### src/rtl/next_state_selector_pkg.sv
// next_state_selector_pkg
//   Shared control-unit definitions used by the microsequencer:
//   microstate address type, next-state select and condition select
//   encodings, and the default fault microstate.
package next_state_selector_pkg;

    typedef logic [9:0] state_addr_t;

    localparam state_addr_t FAULT_STATE_DEFAULT = 10'd127;

    // Next-state select field (N2..N0) of the control word.
    typedef enum logic [2:0] {
        NS_ENC   = 3'd0,
        NS_FETCH = 3'd1,
        NS_CR    = 3'd2,
        NS_COND  = 3'd3,
        NS_INC   = 3'd4,
        NS_CALL  = 3'd5,
        NS_RET   = 3'd6,
        NS_HOLD  = 3'd7
    } ns_sel_e;

    // Condition source select.
    typedef enum logic [1:0] {
        COND_MOC  = 2'd0,
        COND_TRUE = 2'd1,
        COND_IR_L = 2'd2,
        COND_ONE  = 2'd3
    } cond_sel_e;

endpackage

### src/rtl/micro_return_stack.sv
// micro_return_stack
//   LIFO of micro-subroutine return addresses.
//   Ports:
//     clk, reset       rising-edge clock, synchronous active-high reset
//     push, push_data  store push_data on top (ignored when full)
//     pop              discard top entry (ignored when empty)
//     pop_data         current top entry (undefined when empty)
//     full, empty      occupancy flags
//   Reset empties the stack; stored entries are not cleared and are
//   unreachable until overwritten by later pushes.
module micro_return_stack #(
    parameter int unsigned DEPTH = 4,
    parameter int unsigned WIDTH = 10
) (
    input  logic             clk,
    input  logic             reset,
    input  logic             push,
    input  logic             pop,
    input  logic [WIDTH-1:0] push_data,
    output logic [WIDTH-1:0] pop_data,
    output logic             full,
    output logic             empty
);

    localparam int unsigned PTR_W = $clog2(DEPTH + 1);
    localparam int unsigned IDX_W = (DEPTH > 1) ? $clog2(DEPTH) : 1;

    logic [WIDTH-1:0] mem [DEPTH];
    logic [PTR_W-1:0] sp;
    logic [IDX_W-1:0] wr_idx;
    logic [IDX_W-1:0] top_idx;

    assign full    = (sp == PTR_W'(DEPTH));
    assign empty   = (sp == '0);
    assign wr_idx  = IDX_W'(sp);
    assign top_idx = IDX_W'(sp - PTR_W'(1));
    assign pop_data = mem[top_idx];

    always_ff @(posedge clk) begin
        if (reset) begin
            sp <= '0;
        end else if (push && !full) begin
            sp <= sp + PTR_W'(1);
        end else if (pop && !empty) begin
            sp <= sp - PTR_W'(1);
        end
    end

    always_ff @(posedge clk) begin
        if (!reset && push && !full) begin
            mem[wr_idx] <= push_data;
        end
    end

endmodule

### src/rtl/next_state_selector.sv
// next_state_selector
//   Clocked microsequencer: selects and registers the next microstore
//   address each cycle, with a memory-wait watchdog and an optional
//   micro-subroutine return stack (build macro MICRO_CALL_EN).
//   Ports:
//     clk, reset     rising-edge clock, synchronous active-high reset
//     current_state  state presented by the microstore
//     ns_sel         next-state select field of the control word
//     inv, cond_sel  condition inversion and condition source
//     cr_addr        control-word target address
//     enc_state      instruction encoder dispatch address
//     moc, cond_true, ir_l  condition inputs
//     next_state     registered next microstate (microstore address)
//     mem_timeout    sticky watchdog-expiry flag
//     stack_err      sticky stack overflow/underflow flag (0 without
//                    MICRO_CALL_EN)
module next_state_selector
    import next_state_selector_pkg::*;
#(
    parameter state_addr_t FAULT_STATE = FAULT_STATE_DEFAULT,
    parameter int unsigned MOC_TIMEOUT = 16,
    parameter int unsigned STACK_DEPTH = 4
) (
    input  logic       clk,
    input  logic       reset,
    input  logic [9:0] current_state,
    input  logic [2:0] ns_sel,
    input  logic       inv,
    input  logic [1:0] cond_sel,
    input  logic [9:0] cr_addr,
    input  logic [9:0] enc_state,
    input  logic       moc,
    input  logic       cond_true,
    input  logic       ir_l,
    output logic [9:0] next_state,
    output logic       mem_timeout,
    output logic       stack_err
);

    state_addr_t inc;
    state_addr_t ns_d;
    logic        cond_raw;
    logic        cond;
    logic        wd_wait;
    logic        wd_expire;
    logic [4:0]  wd_cnt;
    logic        stk_push;
    logic        stk_pop;
    logic        stk_err_set;

    assign inc  = current_state + 10'd1;
    assign cond = cond_raw ^ inv;

    always_comb begin
        cond_raw = 1'b1;
        case (cond_sel_e'(cond_sel))
            COND_MOC:  cond_raw = moc;
            COND_TRUE: cond_raw = cond_true;
            COND_IR_L: cond_raw = ir_l;
            COND_ONE:  cond_raw = 1'b1;
        endcase
    end

    // A memory wait is a conditional self-loop on moc; count cycles spent
    // taking that loop and escape to FAULT_STATE on the MOC_TIMEOUT-th.
    assign wd_wait   = (ns_sel == NS_COND) && (cond_sel == COND_MOC) &&
                       cond && (cr_addr == current_state);
    assign wd_expire = wd_wait && (wd_cnt == 5'(MOC_TIMEOUT - 1));

`ifdef MICRO_CALL_EN
    state_addr_t stk_top;
    logic        stk_full;
    logic        stk_empty;
    logic        stack_err_q;

    micro_return_stack #(
        .DEPTH (STACK_DEPTH),
        .WIDTH (10)
    ) u_stack (
        .clk       (clk),
        .reset     (reset),
        .push      (stk_push),
        .pop       (stk_pop),
        .push_data (inc),
        .pop_data  (stk_top),
        .full      (stk_full),
        .empty     (stk_empty)
    );

    always_ff @(posedge clk) begin
        if (reset) begin
            stack_err_q <= 1'b0;
        end else if (stk_err_set) begin
            stack_err_q <= 1'b1;
        end
    end

    assign stack_err = stack_err_q;
`else
    assign stack_err = 1'b0;
`endif

    always_comb begin
        ns_d        = inc;
        stk_push    = 1'b0;
        stk_pop     = 1'b0;
        stk_err_set = 1'b0;
        case (ns_sel_e'(ns_sel))
            NS_ENC:   ns_d = enc_state;
            NS_FETCH: ns_d = '0;
            NS_CR:    ns_d = cr_addr;
            NS_COND:  ns_d = cond ? cr_addr : inc;
            NS_INC:   ns_d = inc;
`ifdef MICRO_CALL_EN
            NS_CALL: begin
                ns_d = cr_addr;
                if (stk_full) begin
                    stk_err_set = 1'b1;
                end else begin
                    stk_push = 1'b1;
                end
            end
            NS_RET: begin
                if (stk_empty) begin
                    ns_d        = '0;
                    stk_err_set = 1'b1;
                end else begin
                    ns_d    = stk_top;
                    stk_pop = 1'b1;
                end
            end
`else
            NS_CALL,
            NS_RET:   ns_d = inc;
`endif
            NS_HOLD:  ns_d = current_state;
        endcase
        // Expiry needs ns_sel=NS_COND, so it never collides with a stack op.
        if (wd_expire) begin
            ns_d = FAULT_STATE;
        end
    end

    always_ff @(posedge clk) begin
        if (reset) begin
            next_state  <= '0;
            mem_timeout <= 1'b0;
            wd_cnt      <= '0;
        end else begin
            next_state <= ns_d;
            if (wd_expire) begin
                mem_timeout <= 1'b1;
            end
            wd_cnt <= (wd_wait && !wd_expire) ? wd_cnt + 5'd1 : '0;
        end
    end

endmodule

### config.mk
export PLATFORM = sky130hd
export DESIGN_NAME = next_state_selector
export DESIGN_NICKNAME = d
export VERILOG_FILES = /design/src/rtl/next_state_selector_pkg.sv /design/src/rtl/micro_return_stack.sv /design/src/rtl/next_state_selector.sv
export SDC_FILE = /design/constraint.sdc
export NUM_CORES = 1
export LEC_CHECK = 0
export CORE_AREA = 2 2 64 51
export CTS_CLUSTER_DIAMETER = 120
export CTS_CLUSTER_SIZE = 28
export DETAILED_ROUTE_END_ITERATION = 10
export DIE_AREA = 0 0 66 53
export GPL_ROUTABILITY_DRIVEN = 0
export PLACE_DENSITY = 0.83
export SYNTH_ARGS = -nofsm -noshare
export SYNTH_HDL_FRONTEND = slang
export SYNTH_SLANG_ARGS = --single-unit
### constraint.sdc
create_clock -name clk -period 3.7 [get_ports clk]
set_input_delay 0.37 -clock clk [delete_from_list [all_inputs] [get_ports clk]]
set_output_delay 0.37 -clock clk [all_outputs]
set_load 0.02 [all_outputs]
==> run metrics <==
type of element capturing the critical path flip-flop; global-route wire length before repair 5975 µm; sequential share of the synthesized area 0.2527; part of the total power dissipated in combinational logic 0.329; category of the most critical setup path in2reg; antenna violations before repair 0; Lkg Pwr 0.6893 nW; highest attainable clock frequency 446.3 MHz; count of warnings emitted by yosys 0; post-synthesis cell area 1267 µm²; top flip-flop cell by instance count after synthesis sky130_fd_sc_hd__dfxtp_1; final layout net count 249; part of the total power dissipated in the clock network 0.311; number of I/O port buffers 51; worst IR drop on VDD 0.1238 mV; standard cell core area 2850 µm²; post-route ant nets 0; terminating pin of the worst hold path mem_timeout$_SDFFE_PP0P_; Detailed Route Iter0 Violations 98; via count 1405; syn avg cell area 8.125 µm²; gr ovfl total 0; DR DRC count 0; Sw Pwr 0.0001476 W; instance count along the most critical hold path 2; slew of the pin with the lowest slew margin 637.4 ps; Synth cell types 42; pre-CTS WS 1246 ps; Top Ports 53; power share of the sequential group 0.360; largest net degree at the start of global routing 17; effective utilization at floorplan 0.4447; number of post-CTS setup repair buffers 0; accumulated negative setup slack 0 ps; Pwr Density 278.7 nW/µm²; count of hold-fix buffers inserted at cts 0; switching part of the total 0.2898; EDFF count, synth 0; sinks on the clock net 16; post-DP HPWL 2912 µm; critical path startpoint category primary input; clock insertion delay at the later pin of the skew report 250 ps; buffer cell driving the clock tree root sky130_fd_sc_hd__clkbuf_8; Final Instance Count excl. Fillers 242; pins over their slew limit 0; via count of the first global-routing pass 1396; Post-synth ARST share 0; Cell Rows 17; number of detailed-routing iterations run before antenna repair 4; Worst EP arrival 2420 ps; final setup slack of the worst path 1459 ps; maximum fanout count along the critical path 7; area added between synthesis and finish 44.22%; run status complete, no violations; Seq cells post-synth 16; startpoint of the lowest-slack hold path mem_timeout$_SDFFE_PP0P_; class of the most critical hold timing path reg2reg; Gate Count Post-Synth 156; critical register-to-register path endpoint next_state[4]$_SDFF_PP0_; Final Hold Vio Count 0; Longest Clk Path Bufs 2; clock tree from TritonCTS done; count of cells along the worst register-to-register path 6; overall track demand over capacity in global routing 0.2216; height of the chip 53 µm; count of inserted antenna diode cells 0; worst slew slack as a fraction of its limit 0.5718; maximum clock skew at final layout 10.55 ps; Routed Wire Length 3691 µm; clk slew on worst S/H paths 70 ps; number of buffers created by CTS 3; fraction of layout cells with a size suffix above 1 0.06373; startpoint of the worst-slack reg-to-reg timing path wd_cnt[0]$_SDFF_PP0_; slack of the worst reg-to-reg path 1900 ps; cts repair resizes 0; overall die width 66 µm; final-report setup violation count 0; post-route minimum period 2241 ps; total die area 3498 µm²; RSZ-0062 raised after global routing no; Data required, critical path 3880 ps; synthesized netlist net count 200; Final period util 0.6056; H-Tree Depth 1; number of instances in the placed design 238; MaxCap Viol Count 0; average wire length per cell after detail routing 15.25 µm; per-cell via count in the routed design 5.806; Internal Pwr Total 0.0003618 W
critical path, stage by stage:
cell and delay (ps):
sky130_fd_sc_hd__clkdlybuf4s50_1 560, sky130_fd_sc_hd__mux2i_1 410, sky130_fd_sc_hd__a211o_4 270, sky130_fd_sc_hd__nand2_4 80
sky130_fd_sc_hd__or4_1 530, sky130_fd_sc_hd__a41oi_1 200
routing by layer:
layer	wire length (µm)	GRT usage	share of wire	vias to the layer above
met5	0	0	0	-
met1	1497	0.2657	0.41	658
met3	311	0.04255	0.084	8
li1	-	-	-	671
met2	1804	0.3990	0.49	68
met4	78	0.07483	0.021	0
metrics by stage:
step | instance area [µm²] | power [W] | utilization | hold WS [ps]
finish | 1828 | 0.0005094 | 0.6414 | 454.2
global route | 1828 | 0.0005306 | 0.6414 | 476.0
CTS | 1828 | 0.0005076 | 0.6414 | 459.6
detailed placement | 1773 | 0.0003516 | 0.6220 | 451.0
global placement | 1773 | 0.0003482 | 0.6220 | 427.8
floorplan | 1267 | 0.0002718 | - | 417.5
Yosys cell counts, types with 2 or more instances:
master | n | area share
sky130_fd_sc_hd__nor2_1 | 16 | 0.047
sky130_fd_sc_hd__nor3b_1 | 2 | 0.012
sky130_fd_sc_hd__buf_4 | 2 | 0.012
sky130_fd_sc_hd__xor2_1 | 7 | 0.048
sky130_fd_sc_hd__a31oi_1 | 5 | 0.025
sky130_fd_sc_hd__nand3_1 | 5 | 0.020
sky130_fd_sc_hd__a22oi_1 | 8 | 0.047
sky130_fd_sc_hd__nand4_1 | 5 | 0.025
sky130_fd_sc_hd__dfxtp_1 | 16 | 0.25
sky130_fd_sc_hd__inv_1 | 11 | 0.033
sky130_fd_sc_hd__clkbuf_1 | 2 | 0.0059
sky130_fd_sc_hd__a32oi_1 | 2 | 0.014
sky130_fd_sc_hd__a21oi_1 | 10 | 0.039
sky130_fd_sc_hd__nor3_1 | 4 | 0.016
sky130_fd_sc_hd__nand2_1 | 7 | 0.021
sky130_fd_sc_hd__ha_1 | 3 | 0.030
sky130_fd_sc_hd__a211oi_1 | 6 | 0.036
sky130_fd_sc_hd__a41oi_1 | 2 | 0.014
sky130_fd_sc_hd__and3_1 | 6 | 0.030
sky130_fd_sc_hd__o21ai_0 | 4 | 0.016
sky130_fd_sc_hd__xnor2_1 | 12 | 0.083
power by group through the flow:
stage	combinational (W)	clock [W]	sequential (W)
detailed placement	0.000164	0	0.000187
floorplan	0.0000729	0	0.000199
CTS	0.000166	0.000158	0.000183
global route	0.000179	0.000167	0.000184
global placement	0.000161	0	0.000187
finish	0.000168	0.000158	0.000183
worst max path at each step:
stage	startpoint	endpoint	slack (ps)
after floorplan	cond_sel[0]	next_state[4]$_SDFF_PP0_	1970
after global routing	ns_sel[1]	wd_cnt[2]$_SDFF_PP0_	1250
after CTS	cond_sel[0]	next_state[4]$_SDFF_PP0_	1490
after detailed placement	cond_sel[0]	next_state[7]$_SDFF_PP0_	1250
after global placement	cond_sel[0]	next_state[4]$_SDFF_PP0_	1300
final	cond_sel[0]	next_state[4]$_SDFF_PP0_	1460
state kept, by name, summed over array words and instances (netlist names):
name and flops:
mem_timeout 1, next_state 10, wd_cnt 5
layout by cell type, fill, tap and decap left out, drive strengths merged, types with 5 or more instances in the layout:
cell           Yosys  routed
clkdlybuf4s50      0      51
xor2               7       7
nand3              5       5
nor2              16      16
nand4              5       5
nand2              8       8
and3               6       6
a31oi              5       5
a211oi             6       6
inv               11      11
xnor2             12      12
a21oi             10      10
a22oi              9       9
dfxtp             16      16
kinds of logic after synthesis:
group                      after synthesis  share of synthesized area
and+or+nand+nor                         53                     0.2221
AOI/OAI and AO/OA                       45                     0.2794
muxes                                    1                   0.007898
DFF                                     16                     0.2527
xor gates and xnor gates                19                     0.1313
other                                    1                   0.002959
buffers and inverters                   18                    0.07403
adders and majority gates                3                    0.02962
area by class of cell:
class | count | area, µm²
inverter | 11 | 41.29
sequential | 16 | 320.3
multi-input combinational | 122 | 853.3
tap | 38 | 47.55
clock buffer | 4 | 55.05
timing repair buffer | 51 | 510.5
fill | 259 | 1022
(Power assumes the default switching activity.)
==> patch 1, RTL diff (config.mk and constraints unchanged) <==
Put one more register stage on the output `mem_timeout`, with the module's reset. The value now appears one clock later. The other outputs are not delayed to match.
--- a/src/rtl/next_state_selector.sv
+++ b/src/rtl/next_state_selector.sv
@@ -38,2 +38,4 @@
 );
+
+    logic mem_timeout_s0;
 
@@ -146,3 +148,3 @@
             next_state  <= '0;
-            mem_timeout <= 1'b0;
+            mem_timeout_s0 <= 1'b0;
             wd_cnt      <= '0;
@@ -151,3 +153,3 @@
             if (wd_expire) begin
-                mem_timeout <= 1'b1;
+                mem_timeout_s0 <= 1'b1;
             end
@@ -157,2 +159,10 @@
 
+    always_ff @(posedge clk) begin
+        if (reset) begin
+            mem_timeout <= '0;
+        end else begin
+            mem_timeout <= mem_timeout_s0;
+        end
+    end
+
 endmodule
Formal check against the unedited RTL: same outputs for any inputs over 10 cycles, from zero or initial values and one cycle with reset high; that may be too few to reach the edited logic, so the function may still have changed.
==> patch 1 against the unedited design <==
Routed wire length increased by 3.5%. Synthesized area is 4.7% higher. Final area grew 2.8%. Clock skew shrank 0.0015 ns. Setup slack lost 0.14 ns. Power is 0.12% higher. Sequential cell count increased by 1. Largest power group unchanged.
==> patch 1: results (changes against the unedited design) <==
Dpl hpwl - 3060 µm (+5.1%)
Worst vdd ir - 0.113 mV (-8.5%)
Share of cells above drive strength 1 - 6.54% (+0.17 points)
Seq/Total Area, Yosys - 25.6% (+0.36 points)
Critical-path maximum fanout - 13 (+6)
Post-Layout Cell Count - 252 (+4.1%)
Top flop regs - next_state (10), wd_cnt (5)
Layout Nets - 259 (+4.0%)
GRT overflow - 0 (unchanged)
Syn Area/Cell - 8.00 µm² (-1.6%)
Insertion delay to the later sink of the worst-skew pair - 0.26 ns
Pint - 0.354 mW (-2.1%)
Main area contributors after synthesis - dfxtp_1 (26%), xor2_1 (7.9%), xnor2_1 (5.9%)
Mean number of vias per cell - 5.75 (-0.96%)
Largest net degree at the start of global routing - 19 (+2)
Status - completed
GRT Util Overall - 23.0% (+0.87 points)
Mean routed wirelength per cell - 15.2 µm (-0.56%)
Syn Nets - 210 (+5.0%)
Top cells by instance count after synthesis - nor2_1 (18), dfxtp_1 (17), nand2_1 (12), xor2_1 (12)
Antenna violations before repair - 0 (unchanged)
Initial DRC Count - 95 (-3.1%)
Vias in the first global route - 1370 (-1.9%)
Leak pwr - 0.714 nW (+3.6%)
Max transition margin - 61.0% (+3.8 points)
Worst slack at placement - 1.08 ns (-0.167 ns)
Critical Path Max Stage Delay - 0.73 ns (+0.17 ns)
CP Data Arrival Time - 2.55 ns (+0.13 ns)
Worst Hold Depth - 1 (-1)
[patch 1: stage by stage]
step / hold slack [ns] / area [µm²]
2_1_floorplan: 0.416 / 1330
3_3_place_gp: 0.427 / 1830
3_5_place_dp: 0.440 / 1830
4_1_cts: 0.449 / 1880
5_1_grt: 0.474 / 1880
6_report: 0.448 / 1880
[patch 1: cell families after synthesis]
family	count (synthesis)	share of synthesized area [%]
buffers and inverters	15	6.22
AOI/OAI and AO/OA	45	24.9
xor gates and xnor gates	21	13.9
other	1	0.282
DFF	17	25.6
and+or+nand+nor	63	25.3
muxes	1	1.04
adders and majority gates	3	2.83
[patch 1: path summary, 6_finish.rpt]
kind	slack, ns	startpoint	endpoint
max	1.32	ns_sel[1]	next_state[7]$_SDFF_PP0_
max reg2reg	1.87	wd_cnt[0]$_SDFF_PP0_	next_state[0]$_SDFF_PP0_
min reg2reg	0.45	wd_cnt[0]$_SDFF_PP0_	wd_cnt[0]$_SDFF_PP0_
min	0.45	wd_cnt[0]$_SDFF_PP0_	wd_cnt[0]$_SDFF_PP0_
[patch 1: routing by layer]
layer  wire length, µm  share of wire [%]  GRT usage (%)
met5                 0                  0              0
met4                15               0.39           4.76
met3               265                6.9           6.38
met2              1930                 51           41.4
met1              1610                 42           27.6
[patch 1: critical path: cells and delay by family]
kind            cells  cell delay (ns)
compound gates      3             0.84
buf+inv             1             0.73
simple gates        2             0.60
[patch 1: power groups by stage]
stage          Clock (mW)  Combinational (mW)  Sequential, mW
2_1_floorplan           0              0.0751           0.210
3_3_place_gp            0               0.165           0.199
3_5_place_dp            0               0.169           0.199
4_1_cts             0.145               0.170           0.195
5_1_grt             0.152               0.184           0.195
6_report            0.144               0.171           0.195
[patch 1: cell type report]
type	count	area, µm²
inverter	8	30.0
timing repair buffer	51	510
multi-input combinational	134	905
fill	259	971
clock inverter	1	5.00
tap	38	47.5
sequential	17	340
clock buffer	3	41.3
==> patch 2, RTL diff (same flow settings) <==
Made on the original files. Build with the macro `MICRO_CALL_EN` defined.
--- a/src/rtl/next_state_selector.sv
+++ b/src/rtl/next_state_selector.sv
@@ -16,2 +16,4 @@
 //                    MICRO_CALL_EN)
+`define MICRO_CALL_EN
+
 module next_state_selector
Function: changed (Yosys sat finds a counterexample within 4 cycles, from zero or initial values and one cycle with reset high).
==> patch 2 against the unedited design <==
The run now fails in 3_1_place_gp_skip_io. Synthesized area rose by 140%.
==> patch 2: results (changes against the unedited design) <==
EDFF count, synth - 40 (+40)
Synth cell types - 50 (+19%)
Synth Instances - 248 (+59%)
Row cnt - 17 (unchanged)
Status - stopped before the end
Main area contributors after synthesis - edfxtp_1 (39%), dfxtp_1 (13%), mux4_2 (7.4%)
Synth async-reset ratio - 0% (unchanged)
YS warnings - 0 (unchanged)
Number of synthesized register bits - 60 (+44)
Post-synth top flop - edfxtp_1
Syn Nets - 297 (+49%)
Stopped at - 3_1_place_gp_skip_io
First reported error - [ERROR GPL-0301] Utilization 116.428 % exceeds 100%.
Seq/Total Area, Yosys - 52.4% (+27 points)
Top cells by instance count after synthesis - edfxtp_1 (40), dfxtp_1 (20), xnor2_1 (16)
-- patch 2: cell types whose count changed after synthesis, sizes merged, moves of 6 or more --
| cell | before | now |
|---|---|---|
| edfxtp | 0 | 40 |
| mux2i | 1 | 12 |
| mux4 | 0 | 10 |
| a221o | 0 | 6 |
| a22oi | 9 | 3 |
-- patch 2: logic make-up after synthesis --
group	Yosys count	share of synthesized area, %
multiplexers	23	11.7
flip-flops	60	52.4
XOR/XNOR	21	6.01
buffers and inverters	18	2.50
adder cells (fa/ha/maj)	8	3.27
AND/OR/NAND/NOR	67	12.0
AO/OA/AOI/OAI	51	12.2
